`config.mk`:
```
export PLATFORM = sky130hd
export DESIGN_NAME = rr_prio_arbiter
export DESIGN_NICKNAME = d
export VERILOG_FILES = /design/src/rtl/rr_prio_arbiter_pkg.sv /design/src/rtl/rr_prio_arbiter_prio_encoder.sv /design/src/rtl/rr_prio_arbiter.sv
export SDC_FILE = /design/constraint.sdc
export NUM_CORES = 1
export LEC_CHECK = 0
export ABC_CLOCK_PERIOD_IN_PS = 800
export CORE_AREA = 2 2 39 41
export CTS_CLUSTER_SIZE = 28
export DETAILED_ROUTE_END_ITERATION = 10
export DIE_AREA = 0 0 41 43
export SYNTH_ARGS = -nofsm -noshare
export SYNTH_HDL_FRONTEND = slang
export SYNTH_SLANG_ARGS = --single-unit
```
`constraint.sdc`:
```
create_clock -name clk -period 0.8 [get_ports clk]
set_input_delay 0.16 -clock clk [delete_from_list [all_inputs] [get_ports clk]]
set_output_delay 0.16 -clock clk [all_outputs]
set_load 0.005 [all_outputs]
```
`src/rtl/rr_prio_arbiter_pkg.sv`:
```
// rr_prio_arbiter_pkg: shared width helper for the arbiter and its priority encoder.
package rr_prio_arbiter_pkg;
    function automatic int enc_width(input int n);
        return n > 1 ? $clog2(n) : 1;
    endfunction
endpackage

```
`src/rtl/rr_prio_arbiter_prio_encoder.sv`:
```
// rr_prio_arbiter_prio_encoder: picks the lowest or highest set bit of vec as index and one-hot.
module rr_prio_arbiter_prio_encoder
    import rr_prio_arbiter_pkg::*;
#(
    parameter int WIDTH = 4,
    parameter bit LSB_HIGH_PRIORITY = 1'b0,
    localparam int W = enc_width(WIDTH)
)(
    input  logic [WIDTH-1:0] vec,
    output logic             valid,
    output logic [W-1:0]     index,
    output logic [WIDTH-1:0] onehot
);
    always_comb begin
        index = '0;
        for (int i = 0; i < WIDTH; i++) begin
            if (LSB_HIGH_PRIORITY) begin
                if (vec[WIDTH-1-i]) index = W'(WIDTH-1-i);
            end else begin
                if (vec[i]) index = W'(i);
            end
        end
    end

    assign valid  = |vec;
    assign onehot = valid ? (WIDTH'(1) << index) : '0;
endmodule

```
`src/rtl/rr_prio_arbiter.sv`:
```
// rr_prio_arbiter: N-way fixed-priority / round-robin arbiter with optional grant blocking.
// All outputs registered; one cycle from request to grant.
module rr_prio_arbiter
    import rr_prio_arbiter_pkg::*;
#(
    parameter int PORTS = 4,
    parameter bit ARB_TYPE_ROUND_ROBIN = 1'b0,
    parameter bit ARB_BLOCK = 1'b0,
    parameter bit ARB_BLOCK_ACK = 1'b1,
    parameter bit ARB_LSB_HIGH_PRIORITY = 1'b0,
    localparam int W = enc_width(PORTS)
)(
    input  logic             clk,
    input  logic             rst_n,
    input  logic [PORTS-1:0] request,
    input  logic [PORTS-1:0] acknowledge,
    output logic [PORTS-1:0] grant,
    output logic             grant_valid,
    output logic [W-1:0]     grant_encoded
);
    logic [PORTS-1:0] mask, next_mask, next_grant, req_onehot, msk_onehot;
    logic [W-1:0]     next_encoded, req_index, msk_index, win_index;
    logic             next_valid, req_valid, msk_valid, use_masked, hold;

    rr_prio_arbiter_prio_encoder #(.WIDTH(PORTS), .LSB_HIGH_PRIORITY(ARB_LSB_HIGH_PRIORITY)) u_req_enc (
        .vec(request), .valid(req_valid), .index(req_index), .onehot(req_onehot)
    );

    rr_prio_arbiter_prio_encoder #(.WIDTH(PORTS), .LSB_HIGH_PRIORITY(ARB_LSB_HIGH_PRIORITY)) u_msk_enc (
        .vec(request & mask), .valid(msk_valid), .index(msk_index), .onehot(msk_onehot)
    );

    always_comb begin
        next_grant   = grant;
        next_valid   = grant_valid;
        next_encoded = grant_encoded;
        next_mask    = mask;
        use_masked   = ARB_TYPE_ROUND_ROBIN && msk_valid;
        win_index    = use_masked ? msk_index : req_index;
        hold         = ARB_BLOCK && (ARB_BLOCK_ACK ? grant_valid && (grant & acknowledge) == '0
                                                   : (grant & request) != '0);
        if (!hold) begin
            next_grant   = use_masked ? msk_onehot : req_onehot;
            next_valid   = req_valid;
            next_encoded = win_index;
            // mask keeps only the ports that come after the winner in rotation order
            if (ARB_TYPE_ROUND_ROBIN && req_valid)
                next_mask = ARB_LSB_HIGH_PRIORITY ? {PORTS{1'b1}} << (int'(win_index) + 1)
                                                  : {PORTS{1'b1}} >> (PORTS - int'(win_index));
        end
    end

    always_ff @(posedge clk or negedge rst_n) begin
        if (!rst_n) begin
            grant         <= '0;
            grant_valid   <= 1'b0;
            grant_encoded <= '0;
            mask          <= '0;
        end else begin
            grant         <= next_grant;
            grant_valid   <= next_valid;
            grant_encoded <= next_encoded;
            mask          <= next_mask;
        end
    end
endmodule

```
==> reports/metrics.csv, run 1 <==
metric,value,unit
path_cells,buf_2,
period_needed,0.8805,ns
worstSetupStartpointType,register,
dieArea,1763,µm²
cpPeakStageDelay,0.35,ns
cp_slowest_cell,dfrtp_1,
min_path_type,primary input to register,
track_usage,0.07186,
setup_viol,7,
cp.arrival,0.72,ns
synth_nets,26,
drc,0,
grt_max_degree,8,
drt_iter0_drc,0,
place_congestion,0.7037,
synth_cells,16,
fmax,1136,MHz
worst_slack,-0.08053,ns
grt_pass1_vias,198,
slew_headroom,0.8114,
place_inst,46,
viasPerCell,3.647,
max-cap-violations,0,
worstPathBufferInverterCount,1,
cp.required,0.64,ns
drt_wl_total,437,µm
cts_made_buffers,3,
synth.distinct_cells,8,
die_h,43,µm
initial_core_util,0.1627,
mostFrequentLayoutCell,buf_2,
htree_levels,1,
synth_area_per_cell,14.08,µm²
p_leak,0.2000,nW
area_delta_synth_final,68.33,%
hold_violations,0,
io_buffers,12,
grt_first_pass_wirelength,696,µm
crit_family,flip-flops,
synth-seq-cells,7,
syn_area,225.2,µm²
status,"complete, but fails checks",
min_from,request[3],
path_clk_slew,0.05,ns
worstSetupPathType,register to output pin,
fin_cells,51,
ios,17,
power_density,1994,nW/µm²
rsz0062_at_grt,true,
drive_above_1_share,0.4857,
finalNetCount,46,
grt-ovfl-total,0,
violations,setup timing,
antenna_found_initial,0,
yosysWarnings,0,
path_max_fanout,1,
power,756.0,µW
worstMarginPinSlew,0.2820,ns
num_rows,14,
cts_root_buf,clkbuf_4,
ys_seq_area_frac,0.7778,
place_ws,-0.4898,ns
ant_nets,0,
final_core_util,0.2740,
drt_first_pass_iters,1,
fp.dieW,41,µm
clock-sinks,7,
cts_tree,done,
core_area,1384,µm²
layout_common_cells,"buf_2, dfrtp_1, buf_4",
post-route-period-util,1.101,
peakVddDrop,0.0003593,V
maxSlewViolCount,0,
startpoint,grant[3],
endpoint_kind,output pin,
n_antenna_cell,0,
clk_path_buf_depth,2,
via_count,186,
setup_tns,-0.5394,ns
wl_per_cell,8.569,µm
-- final cells by class --
cell class	count	area, µm²
multi-input combinational	6	38.79
clock buffer	4	26.28
tap	16	20.02
fill	161	1005
sequential	7	175.2
inverter	2	7.507
timing repair buffer	16	111.4
-- power by group --
part / internal, mW / total, mW / switching [mW]
registers: 0.370 / 0.374 / 0.00338
clock network: 0.189 / 0.305 / 0.116
logic: 0.0465 / 0.0771 / 0.0306
-- synth_stat cells (all sizes together) --
cell type  number  share of area
or2             1          0.039
inv             2          0.033
or3             1          0.028
nor3b           1          0.033
clkbuf          1          0.017
dfrtp           7           0.78
a21o            1          0.039
nor2            2          0.033
-- registers in the layout (all words and copies together), names as in the netlist --
name and flops:
grant 4, grant_encoded 2, grant_valid 1
-- per-stage QoR --
step / hold slack (ns) / instance area [µm²]
after floorplan: -0.1356 / 225.2
after global placement: 0.4266 / 384.1
after detailed placement: 0.4280 / 384.1
after CTS: 0.1362 / 376.6
after global routing: 0.1330 / 379.1
final: 0.1434 / 379.1
-- kinds of logic (layout without fill, tap and decap cells) --
| logic type | count (synthesis) | after routing | synth area share |
|---|---|---|---|
| flip-flops | 7 | 7 | 0.7778 |
| AND/OR/NAND/NOR | 5 | 5 | 0.1334 |
| AO/OA/AOI/OAI | 1 | 1 | 0.03890 |
| buffers and inverters | 3 | 22 | 0.05000 |
-- repair_timing --
item	4_1_cts	5_1_grt
pin swaps	2	1
setup buffers	1	0
setup endpoints to repair	11	8
cloned	0	0
resized for setup	35	1
hold buffers	0	0
-- metal layers --
| layer | vias to the layer above | track usage | share of wire |
|---|---|---|---|
| met5 | - | 0 | 0 |
| met2 | 15 | 0.09063 | 0.40 |
| met4 | 0 | 0.1000 | 0.039 |
| met3 | 2 | 0.06283 | 0.19 |
| met1 | 82 | 0.04950 | 0.37 |
| li1 | 87 | - | - |
-- worst paths after layout --
| path | cells after the start | end |
|---|---|---|
| max | 1 | grant[3] |
| min | 2 | grant[3] |
| max in group asynchronous | 1 | grant_encoded[1] |
| min in group asynchronous | 1 | grant[3] |
Power figures use the tool's default switching activity.
==> run 2: changes to the inputs <==
--- a/config.mk
+++ b/config.mk
@@ -10,6 +10,7 @@
 export CTS_CLUSTER_SIZE = 28
 export DETAILED_ROUTE_END_ITERATION = 10
 export DIE_AREA = 0 0 41 43
+export MAX_ROUTING_LAYER = met4
 export SYNTH_ARGS = -nofsm -noshare
 export SYNTH_HDL_FRONTEND = slang
 export SYNTH_SLANG_ARGS = --single-unit
==> reports/metrics.csv, run 2 (synthesis results as in run 1) <==
metric,value,unit
power_frac_clock,0.404,
top_regs,"grant x4, grant_encoded x2, grant_valid x1",
status,"complete, but fails checks",
seqPwrFrac,0.494,
p_sw_frac,0.1982,
n_antenna_cell,0,
worstSetupStartpointType,register,
worstMarginPinSlew,0.2820,ns
drc,0,
cp.required,0.64,ns
post-route-period-util,1.101,
cts_hold_buf,0,
power.internal,606.1,µW
grtUsageMet2,0.09063,
fmax,1136,MHz
ios,17,
drt_first_pass_iters,1,
htree_levels,1,
grt_pass1_vias,199,
crit_family,flip-flops,
cpPeakStageDelay,0.35,ns
track_usage,0.07365,
io_buffers,12,
die_h,43,µm
grt_max_degree,8,
wl_per_cell,8.569,µm
cts_tree,done,
clk_path_buf_depth,2,
cts_made_buffers,3,
maxSlewViolCount,0,
mostFrequentLayoutCell,buf_2,
p_sw,149.9,µW
violations,setup timing,
path_cells,buf_2,
layout_common_cells,"buf_2, dfrtp_1, buf_4",
worst_slack,-0.08058,ns
core_area,1384,µm²
startpoint,grant[3],
place_inst,46,
max-cap-violations,0,
path_max_fanout,1,
viasPerCell,3.647,
fp.dieW,41,µm
top_register,grant,
drive_above_1_share,0.4857,
largest_reg_flops,4,
ant_nets,0,
worstPathBufferInverterCount,1,
clock-sinks,7,
grt_use_met3,0.06283,
cts_root_buf,clkbuf_4,
grt_util_met1,0.04950,
grt-ovfl-total,0,
drt_iter0_drc,0,
dieArea,1763,µm²
place_congestion,0.7115,
worstSetupPathType,register to output pin,
peakVddDrop,0.0003593,V
cp_slowest_cell,dfrtp_1,
area_delta_synth_final,68.33,%
top_usage_layer,met4,
path_clk_slew,0.05,ns
slew_headroom,0.8114,
power_density,1994,nW/µm²
p_leak,0.2000,nW
fin_cells,51,
cp.arrival,0.72,ns
min_from,request[3],
rsz0062_at_grt,true,
pwr-share-comb,0.102,
via_count,186,
drt_wl_total,437,µm
endpoint_kind,output pin,
min_path_type,primary input to register,
place_ws,-0.4898,ns
antenna_found_initial,0,
initial_core_util,0.1627,
grt_first_pass_wirelength,690,µm
finalNetCount,46,
num_rows,14,
hold_violations,0,
period_needed,0.8806,ns
cp.depth,1,
setup_viol,7,
cp-endpoint,grant[3],
[run 2: power groups by stage]
stage	Combinational (mW)	Clock [mW]	Sequential, mW
5_1_grt	0.0874	0.345	0.374
6_report	0.0771	0.305	0.374
3_3_place_gp	0.0946	0	0.380
2_1_floorplan	0.0158	0	0.382
3_5_place_dp	0.0960	0	0.380
4_1_cts	0.0796	0.320	0.374
[run 2: cell type report]
class	count	area [µm²]
fillers	161	1005
flip-flops and latches	7	175.2
well taps	16	20.02
clock buffers	4	26.28
multi-input cells	6	38.79
inverters	2	7.507
repair buffers	16	111.4
[run 2: routing by layer]
layer | part of all wire | routed length [µm]
met1 | 0.37 | 163
met5 | 0 | 0
met3 | 0.18 | 79
met4 | 0.039 | 17
met2 | 0.40 | 176
[run 2: repair_timing]
item                       4_1_cts  5_1_grt
gates resized for setup         35        1
setup endpoints to repair       11        8
pin swaps                        2        1
setup buffers                    1        0
[run 2: metrics by stage]
step / setup TNS (ns) / utilization / area, µm² / power [mW] / hold WS [ns]
after floorplan: -0.01755 / - / 225.2 / 0.3980 / -0.1356
after global placement: -2.850 / 0.2776 / 384.1 / 0.4743 / 0.4266
after detailed placement: -2.949 / 0.2776 / 384.1 / 0.4762 / 0.4280
after CTS: -0.6337 / 0.2722 / 376.6 / 0.7735 / 0.1362
after global routing: -0.7660 / 0.2740 / 379.1 / 0.8067 / 0.1330
final: -0.5398 / 0.2740 / 379.1 / 0.7560 / 0.1433
[run 2: how the worst min path moves through the flow]
stage | slack [ns] | cells past startpoint | endpoint
6_report | 0.14 | 2 | grant[3]
5_1_grt | 0.13 | 2 | grant[3]
4_1_cts | 0.14 | 2 | grant[3]
3_5_place_dp | 0.43 | 1 | grant[0]
3_3_place_gp | 0.43 | 1 | grant_encoded[1]
2_1_floorplan | -0.14 | 0 | grant[0]
==> run 3: changes to the inputs <==
--- a/config.mk
+++ b/config.mk
@@ -7,7 +7,7 @@
 export LEC_CHECK = 0
 export ABC_CLOCK_PERIOD_IN_PS = 800
 export CORE_AREA = 2 2 39 41
-export CTS_CLUSTER_SIZE = 28
+export CTS_CLUSTER_SIZE = 14
 export DETAILED_ROUTE_END_ITERATION = 10
 export DIE_AREA = 0 0 41 43
 export MAX_ROUTING_LAYER = met4
==> results of run 3 <==
No change in the layout: final DEF, timing and power equal those of run 2.
